## src/rtl/cla_addsub_if.sv

```systemverilog
// cla_addsub_if: operand/result valid-ready bus for cla_addsub_pipe
interface cla_addsub_if #(parameter int WIDTH = 32);
    logic             in_valid, in_ready, cin, sub;
    logic             out_valid, out_ready, cout, ovf, zero;
    logic [WIDTH-1:0] a, b, sum;
    modport master (output in_valid, a, b, cin, sub, out_ready,
                    input  in_ready, out_valid, sum, cout, ovf, zero);
    modport slave  (input  in_valid, a, b, cin, sub, out_ready,
                    output in_ready, out_valid, sum, cout, ovf, zero);
endinterface

```

## src/rtl/cla_addsub_pipe.sv

```systemverilog
// cla_addsub_pipe: pipelined CLA add/sub, one BLOCK-bit group per stage; CLA_SAT_EN enables saturation on overflow
module cla_addsub_pipe #(
    parameter int WIDTH = 32,
    parameter int BLOCK = 8
) (
    input logic        clk,
    input logic        rst,
    cla_addsub_if.slave bus
);
    localparam int STAGES = WIDTH / BLOCK;

    // one lookahead group: returns {carry_out, sum}, carries in sum-of-products form
    function automatic logic [BLOCK:0] cla_group(input logic [BLOCK-1:0] x, input logic [BLOCK-1:0] y, input logic ci);
        logic [BLOCK-1:0] p, g;
        logic [BLOCK:0]   c;
        logic             prop;
        p    = x ^ y;
        g    = x & y;
        c    = '0;
        c[0] = ci;
        for (int i = 0; i < BLOCK; i++) begin
            prop = 1'b1;
            for (int j = i; j >= 0; j--) begin
                c[i+1] = c[i+1] | (prop & g[j]);
                prop   = prop & p[j];
            end
            c[i+1] = c[i+1] | (prop & ci);
        end
        return {c[BLOCK], p ^ c[BLOCK-1:0]};
    endfunction

    // level k holds operands with groups 0..k-1 resolved and the carry into group k
    logic [STAGES-1:0] v_q, v_d, c_q, c_d;
    logic [WIDTH-1:0]  a_q [STAGES];
    logic [WIDTH-1:0]  a_d [STAGES];
    logic [WIDTH-1:0]  b_q [STAGES];
    logic [WIDTH-1:0]  b_d [STAGES];
    logic [WIDTH-1:0]  s_q [STAGES];
    logic [WIDTH-1:0]  s_d [STAGES];
    logic [WIDTH-1:0]  sum_q, sum_d, s_fin;
    logic              out_valid_q, out_valid_d, cout_q, cout_d, ovf_q, ovf_d, zero_q, zero_d;
    logic              en;
    logic              a_msb;
    logic [BLOCK:0]    r;

    // advance the whole skewed pipeline unless the output is held by backpressure
    always_comb begin
        en          = !(out_valid_q && !bus.out_ready);
        v_d         = v_q;
        c_d         = c_q;
        a_d         = a_q;
        b_d         = b_q;
        s_d         = s_q;
        sum_d       = sum_q;
        out_valid_d = out_valid_q;
        cout_d      = cout_q;
        ovf_d       = ovf_q;
        zero_d      = zero_q;
        r           = '0;
        s_fin       = '0;
        a_msb       = a_q[STAGES-1][WIDTH-1];
        if (en) begin
            v_d[0] = bus.in_valid;
            a_d[0] = bus.a;
            b_d[0] = bus.sub ? ~bus.b : bus.b;
            c_d[0] = bus.sub ? ~bus.cin : bus.cin;
            s_d[0] = '0;
            for (int k = 0; k < STAGES - 1; k++) begin
                r        = cla_group(a_q[k][k*BLOCK +: BLOCK], b_q[k][k*BLOCK +: BLOCK], c_q[k]);
                v_d[k+1] = v_q[k];
                a_d[k+1] = a_q[k];
                b_d[k+1] = b_q[k];
                c_d[k+1] = r[BLOCK];
                s_d[k+1] = s_q[k];
                s_d[k+1][k*BLOCK +: BLOCK] = r[BLOCK-1:0];
            end
            r     = cla_group(a_q[STAGES-1][WIDTH-1 -: BLOCK], b_q[STAGES-1][WIDTH-1 -: BLOCK], c_q[STAGES-1]);
            s_fin = s_q[STAGES-1];
            s_fin[WIDTH-1 -: BLOCK] = r[BLOCK-1:0];
            ovf_d = (a_msb == b_q[STAGES-1][WIDTH-1]) && (s_fin[WIDTH-1] != a_msb);
`ifdef CLA_SAT_EN
            sum_d = ovf_d ? {a_msb, {(WIDTH-1){~a_msb}}} : s_fin;
`else
            sum_d = s_fin;
`endif
            cout_d      = r[BLOCK];
            zero_d      = (sum_d == '0);
            out_valid_d = v_q[STAGES-1];
        end
    end

    // pipeline and output registers; reset discards everything in flight
    always_ff @(posedge clk) begin
        if (rst) begin
            v_q         <= '0;
            c_q         <= '0;
            a_q         <= '{default: '0};
            b_q         <= '{default: '0};
            s_q         <= '{default: '0};
            sum_q       <= '0;
            out_valid_q <= 1'b0;
            cout_q      <= 1'b0;
            ovf_q       <= 1'b0;
            zero_q      <= 1'b0;
        end else begin
            v_q         <= v_d;
            c_q         <= c_d;
            a_q         <= a_d;
            b_q         <= b_d;
            s_q         <= s_d;
            sum_q       <= sum_d;
            out_valid_q <= out_valid_d;
            cout_q      <= cout_d;
            ovf_q       <= ovf_d;
            zero_q      <= zero_d;
        end
    end

    assign bus.in_ready  = en;
    assign bus.out_valid = out_valid_q;
    assign bus.sum       = sum_q;
    assign bus.cout      = cout_q;
    assign bus.ovf       = ovf_q;
    assign bus.zero      = zero_q;
endmodule

```

## src/flat_wrapper.sv

```systemverilog
// flat-port wrapper written by rule: the top's interface ports become plain ports
module cla_addsub_pipe_flat 
#(
    parameter int WIDTH = 32,
    parameter int BLOCK = 8
)
  (clk, rst, bus_in_valid, bus_a, bus_b, bus_cin, bus_sub, bus_out_ready, bus_in_ready, bus_out_valid, bus_sum, bus_cout, bus_ovf, bus_zero);
  cla_addsub_if #(.WIDTH(WIDTH)) bus_i ();
  input logic clk;
  input logic rst;
  input wire logic [$bits(bus_i.in_valid)-1:0] bus_in_valid;
  input wire logic [$bits(bus_i.a)-1:0] bus_a;
  input wire logic [$bits(bus_i.b)-1:0] bus_b;
  input wire logic [$bits(bus_i.cin)-1:0] bus_cin;
  input wire logic [$bits(bus_i.sub)-1:0] bus_sub;
  input wire logic [$bits(bus_i.out_ready)-1:0] bus_out_ready;
  output wire logic [$bits(bus_i.in_ready)-1:0] bus_in_ready;
  output wire logic [$bits(bus_i.out_valid)-1:0] bus_out_valid;
  output wire logic [$bits(bus_i.sum)-1:0] bus_sum;
  output wire logic [$bits(bus_i.cout)-1:0] bus_cout;
  output wire logic [$bits(bus_i.ovf)-1:0] bus_ovf;
  output wire logic [$bits(bus_i.zero)-1:0] bus_zero;
  assign bus_i.in_valid = bus_in_valid;
  assign bus_i.a = bus_a;
  assign bus_i.b = bus_b;
  assign bus_i.cin = bus_cin;
  assign bus_i.sub = bus_sub;
  assign bus_i.out_ready = bus_out_ready;
  assign bus_in_ready = bus_i.in_ready;
  assign bus_out_valid = bus_i.out_valid;
  assign bus_sum = bus_i.sum;
  assign bus_cout = bus_i.cout;
  assign bus_ovf = bus_i.ovf;
  assign bus_zero = bus_i.zero;
  cla_addsub_pipe #(.WIDTH(WIDTH), .BLOCK(BLOCK)) u_core (.clk(clk), .rst(rst), .bus(bus_i));
endmodule
```

## config.mk

```make
export PLATFORM = sky130hd
export DESIGN_NAME = cla_addsub_pipe_flat
export DESIGN_NICKNAME = d
export VERILOG_FILES = /design/src/rtl/cla_addsub_if.sv /design/src/rtl/cla_addsub_pipe.sv /design/src/flat_wrapper.sv
export SDC_FILE = /design/constraint.sdc
export NUM_CORES = 1
export LEC_CHECK = 0
export ABC_AREA = 1
export BUFFER_PORTS_ARGS = -buffer_cell sky130_fd_sc_hd__buf_4
export CORE_UTILIZATION = 25
export CTS_CLUSTER_DIAMETER = 40
export DETAILED_ROUTE_END_ITERATION = 10
export PLACE_DENSITY = 0.38
export SLEW_MARGIN = 40
export SYNTH_ARGS = -nofsm -noshare
export SYNTH_HDL_FRONTEND = slang
export SYNTH_SLANG_ARGS = --single-unit
```

## constraint.sdc

```tcl
create_clock -name clk -period 3.82 [get_ports clk]
set_input_delay 0.191 -clock clk [delete_from_list [all_inputs] [get_ports clk]]
set_output_delay 0.191 -clock clk [all_outputs]
set_load 0.05 [all_outputs]
```

* Yosys cells after proc, flatten, opt, wreduce, memory -nomap -nowiden
Cells that the tools add are included.
** Word-level totals
- Register bits :: 348
- Logic and storage cells :: 441
** Cells by class
- Bitwise logic cells :: 414
- Mux-type cells :: 2
- Eq/ne operators :: 2
- Reduce and logical (&&, ||, !) cells :: 5
** Operators with widths (count)
- $and A1 B1 Y1 :: 256
- $or A1 B1 Y1 :: 144
- $xor A8 B8 Y8 :: 8
- $and A8 B8 Y8 :: 4
- $logic_not A32 Y1 :: 1
- $mux W32 :: 1
- $not A32 Y32 :: 1
- $logic_and A1 B1 Y1 :: 2
- $logic_not A1 Y1 :: 2
- $eq A1 B1 Y1 :: 1
- $mux W1 :: 1
- $ne A1 B1 Y1 :: 1
- $not A1 Y1 :: 1

* Depth between registers and ports, before layout
- Word-level depth :: 12
- Depth in mapped cells :: 14
- Gate-level depth less buffers :: 13

* Least setup slack after synthesis
Ideal clock, no wire load.
- Path type :: register to register
- Start :: register u_core.out_valid_q, in the netlist u_core.bus.out_valid
- End :: register u_core.sum_q[30], in the netlist u_core.bus.sum[30]
- Stages on the path, launching flop included :: 8
- Slack :: 2212 ps
- Path buffers :: 2
- Data arrival time :: 1492 ps
- Required time :: 3703 ps
- Clock period less this slack :: 1608 ps
- Setup time :: 117 ps
- Path through :: dfxtp_1 -> inv_1 -> nor2_2 -> inv_2 -> buf_2 -> clkbuf_1 -> o211ai_1 -> inv_1
** Between the ends
- Cells in the longest elaborated chain, start to end :: 1
** Ends and longest elaborated chain
- start, declared :: line cla_addsub_pipe.sv:41 : logic out_valid_q, out_valid_d, cout_q, cout_d, ovf_q, ovf_d, zero_q, zero_d;
- start signal, assigned :: line cla_addsub_pipe.sv:112 : out_valid_q <= out_valid_d;
- $logic_and A1 B1 Y1 :: line cla_addsub_pipe.sv:48 : en = !(out_valid_q && !bus.out_ready);
- end signal, assigned :: line cla_addsub_pipe.sv:111 : sum_q <= sum_d;
- end, declared :: line cla_addsub_pipe.sv:40 : logic [WIDTH-1:0] sum_q, sum_d, s_fin;
Every way passes these cells.
A chain may end at the register's enable or synchronous reset.

* Worst setup path in the final report
- Start :: register u_core.out_valid_q, in the netlist u_core.bus.out_valid
- End :: output port bus_in_ready
** Between the ends
- Cells in the longest elaborated chain, start to end :: 2
** Ends and longest elaborated chain
- $logic_and A1 B1 Y1 :: line cla_addsub_pipe.sv:48
- $logic_not A1 Y1 :: line cla_addsub_pipe.sv:48
- end, declared :: line flat_wrapper.sv:17 : output wire logic [$bits(bus_i.in_ready)-1:0] bus_in_ready;
Every way passes these cells.

==> results.txt <==
----------------------------------------------------
[Routing]
  Detailed-route wire length per cell ... around 13 um
  Router iterations before antenna repair ... 7
  Per-cell via count in the routed design ... between 4 and 5
  Detailed router's first-iteration violation count ... ~370
  Total DRC errors in the routed layout ... 8
  Routed Wire Length ... between 20 and 30 mm
  Detailed-route via count ... a little under 9000
  Number of nets with antenna violations after detailed routing ... 0

[Logic synthesis]
  Register bit count reported by yosys ... between 200 and 300
  Number of warnings issued by yosys ... 0
  Mapped Cells ... ~1400
  Seq/Total Area, Yosys ... 0.4808
  Synthesized area per cell ... approximately 7.7 um^2
  Number of nets in the synthesized netlist ... ~1500
  Netlist area before placement ... approximately 10000 um^2
  Distinct cell type count of the synthesized netlist ... 27

[Outcome]
  Status ... finished with violations
  Failing checks ... design-rule violations

[Clock network]
  Buffers inserted by post-CTS timing repair ... 0
  TritonCTS clock tree ... yes
  CTS Buf Count ... between 40 and 50
  H-Tree Depth ... 2
  Clock input transition at the sequential cells of the worst setup and hold paths ... 0.05 ns
  # clock sinks ... about 250
  Maximum root-to-sink buffer count ... 3
  Clk root buf ... sky130_fd_sc_hd__clkbuf_16
  Resized Gates After CTS ... 0
  Skew-Pair Late Insertion Delay ... between 0.5 and 0.6 ns

[Pwr]
  Pwr per Cell Area ... around 560 nW/um^2
  NetSw ... ~1.9 mW
  Internal cell power ... approximately 6.1 mW
  VDD IR max ... around 0.0003 V
  Relative contribution of combinational cells to total power ... 0.079
  Switching part of the total power ... 0.2359
  Sequential share of power ... 0.363
  Clock power share ... 0.558
  Leakage ... 6.705 nW
  Total power after layout ... 7.953 mW

[Global route]
  Met1 GRT Util ... 0.1859
  Peak-usage layer in the global routing report ... met1
  Global Route met2 Usage ... 0.1740
  Number of global-route vias before repair ... 8209
  Overall track demand over capacity in global routing ... 0.1260
  Sum of overflow across all layers after global routing ... 0
  Initial antenna violation count ... 0
  Global-route wire length before repair ... between 40 and 50 mm
  Global-route track usage on met3 ... 0.02904
  Maximum number of pins on one net before global-route repair ... 212

[Flow run]
  Total of max-cap violations ... 0

[Layout]
  Post-route cell area ... 14100 um^2
  Area of combinational cells with multiple inputs ... ~4800 um^2
  Share of final-layout standard cells stronger than drive strength 1 ... 0.1351
  Sequential cell area ... 5045 um^2
  Commonest non-fill, non-tap cell in the layout ... sky130_fd_sc_hd__nor2_1
  Final #Nets ... roughly 1600
  ANT cells ... 0
  Commonest cells after routing, fill and taps aside ... 341 x sky130_fd_sc_hd__nor2_1, 252 x sky130_fd_sc_hd__dfxtp_1, 239 x sky130_fd_sc_hd__o21ai_0, 113 x sky130_fd_sc_hd__buf_4, 90 x sky130_fd_sc_hd__inv_1
  Area added between synthesis and finish ... 34.36%
  Layout filler cell count ... 4467
  Count of placed standard cells in the final layout, fillers left out ... 2079

[STA]
  Worst-case setup margin in the final layout ... about 1.5 ns
  Slew Limit Fails ... 0
  Clk_skew ... 0.01443 ns
  Final sum of negative setup slack ... 0 ns
  Time the final worst path needs with I/O delays and setup ... around 2.3 ns
  Worst-case headroom to the max-slew limit ... 0.5101
  Highest attainable clock frequency ... between 0.4 and 0.5 GHz
  Final number of hold-violating endpoints ... 0
  Setup violation total in the final timing report ... 0
  Slew of the pin with the lowest slew margin ... roughly 0.73 ns
  RSZ-0062 raised after global routing ... no
  Post-route clock period utilization ... 0.6137

[Die]
  Die height ... 206.9 um
  Initial core utilization ... 0.2552
  X dimension of the die ... approximately 210 um
  Row Count ... between 70 and 80
  Full die area ... around 43000 um^2
  Area of the placeable core ... between 40000 and 50000 um^2
  I/O Pins ... between 100 and 150

[Critical path]
  Nature of the critical path startpoint ... flop
  Data required time of the critical path ... between 3 and 4 ns
  Maximum fanout along the worst path ... about 130
  Worst setup path class ... reg -> out
  Critical path data arrival time ... around 2.2 ns
  Capturing element type of the critical path ... output port

[Place]
  Post-placement cell area ... 11720 um^2
  Total half-perimeter wirelength after legalization and detailed placement ... between 15 and 20 mm
  Placed cell count ... around 1900
  Worst slack at placement ... roughly 1.9 ns
  Final estimated routing congestion in global placement ... approximately 0.75
  Port Buffers ... approximately 110

[Min path]
  Hold Path Class ... in -> reg

----------------------------------------------------
## layout make-up
type                    count  area share
clock buffers              52     0.08458
clock inverters            31     0.03479
inverters                  93     0.02565
multi-input cells         936      0.3374
flip-flops and latches    252      0.3579
well taps                 532     0.04722
repair buffers            183      0.1125
## power groups by stage
stage          registers, mW  clock network, mW  logic, mW
2_1_floorplan           2.97                  0      0.345
3_3_place_gp            2.94                  0      0.581
3_5_place_dp            2.94                  0      0.584
4_1_cts                 2.89               4.57      0.641
5_1_grt                 2.91               4.68      0.713
6_report                2.89               4.44      0.628
## worst max-delay path: stages, from the launching register on
cell	delay, ns
sky130_fd_sc_hd__dfxtp_1	0.30
sky130_fd_sc_hd__inv_1	0.09
sky130_fd_sc_hd__nor2_4	0.06
sky130_fd_sc_hd__inv_8	0.47
sky130_fd_sc_hd__buf_4	0.35
sky130_fd_sc_hd__buf_4	0.23
## metal layers
metal	vias up	part of all wire
li1	4764	-
met1	3925	0.53
met2	138	0.40
met3	46	0.047
met4	0	0.024
met5	-	0
## per-stage QoR
stage / hold WS (ns) / util
floorplan: 0.2601 / -
global placement: 0.4196 / 0.2850
detailed placement: 0.4204 / 0.2850
CTS: 0.2423 / 0.3423
global route: 0.1882 / 0.3429
finish: 0.1875 / 0.3429
## Yosys cell counts, drive strengths merged
cell type | count | area share
a21o | 3 | 0.0021
a21oi | 79 | 0.038
a221oi | 2 | 0.0017
and3 | 1 | 0.00060
buf | 17 | 0.0081
clkbuf | 70 | 0.025
dfxtp | 252 | 0.48
fa | 4 | 0.0076
ha | 33 | 0.039
inv | 93 | 0.033
nand2 | 86 | 0.032
nand3 | 51 | 0.025
nand4 | 14 | 0.0083
nor2 | 344 | 0.12
nor3 | 5 | 0.0024
o211ai | 3 | 0.0021
o21a | 1 | 0.00072
o21ai | 247 | 0.12
o21bai | 15 | 0.011
xnor2 | 33 | 0.028
xor2 | 15 | 0.013
## state kept, by name, indices dropped and copies added (netlist names)
name and count:
u_core.b_q 80, u_core.a_msb 1, u_core.s_q 48, u_core.bus.ovf 1, u_core.bus.sum 32, u_core.a_q 79
u_core.c_q 4, u_core.v_q 4, u_core.bus.out_valid 1, u_core.bus.cout 1, u_core.bus.zero 1
## kinds of logic after synthesis
family                   count (synthesis)  synth area share
AO/OA/AOI/OAI                          350            0.1729
XOR/XNOR                                48           0.04007
adder cells (fa/ha/maj)                 37           0.04698
buffers and inverters                  180           0.06642
flip-flops                             252            0.4808
AND/OR/NAND/NOR                        501            0.1928
## final timing paths
check,to,slack [ns],cells past startpoint,from
min reg2reg,u_core.v_q[3]$_SDFFE_PP0N_,0.47,2,u_core.v_q[3]$_SDFFE_PP0N_
max,bus_in_ready,1.48,5,u_core.bus.out_valid$_SDFFE_PP0N_
max reg2reg,u_core.b_q[30]$_SDFFE_PP0N_,1.88,6,u_core.bus.out_valid$_SDFFE_PP0N_
min,u_core.s_q[6]$_SDFFE_PP0N_,0.19,4,bus_out_ready
## timing repair
action | in CTS | in global routing
endpoints found under the setup margin | 0 | 0
hold buffers | 67 | 0
hold endpoints to repair | 69 | 0
Note: power is estimated with default switching activity, not from simulation.
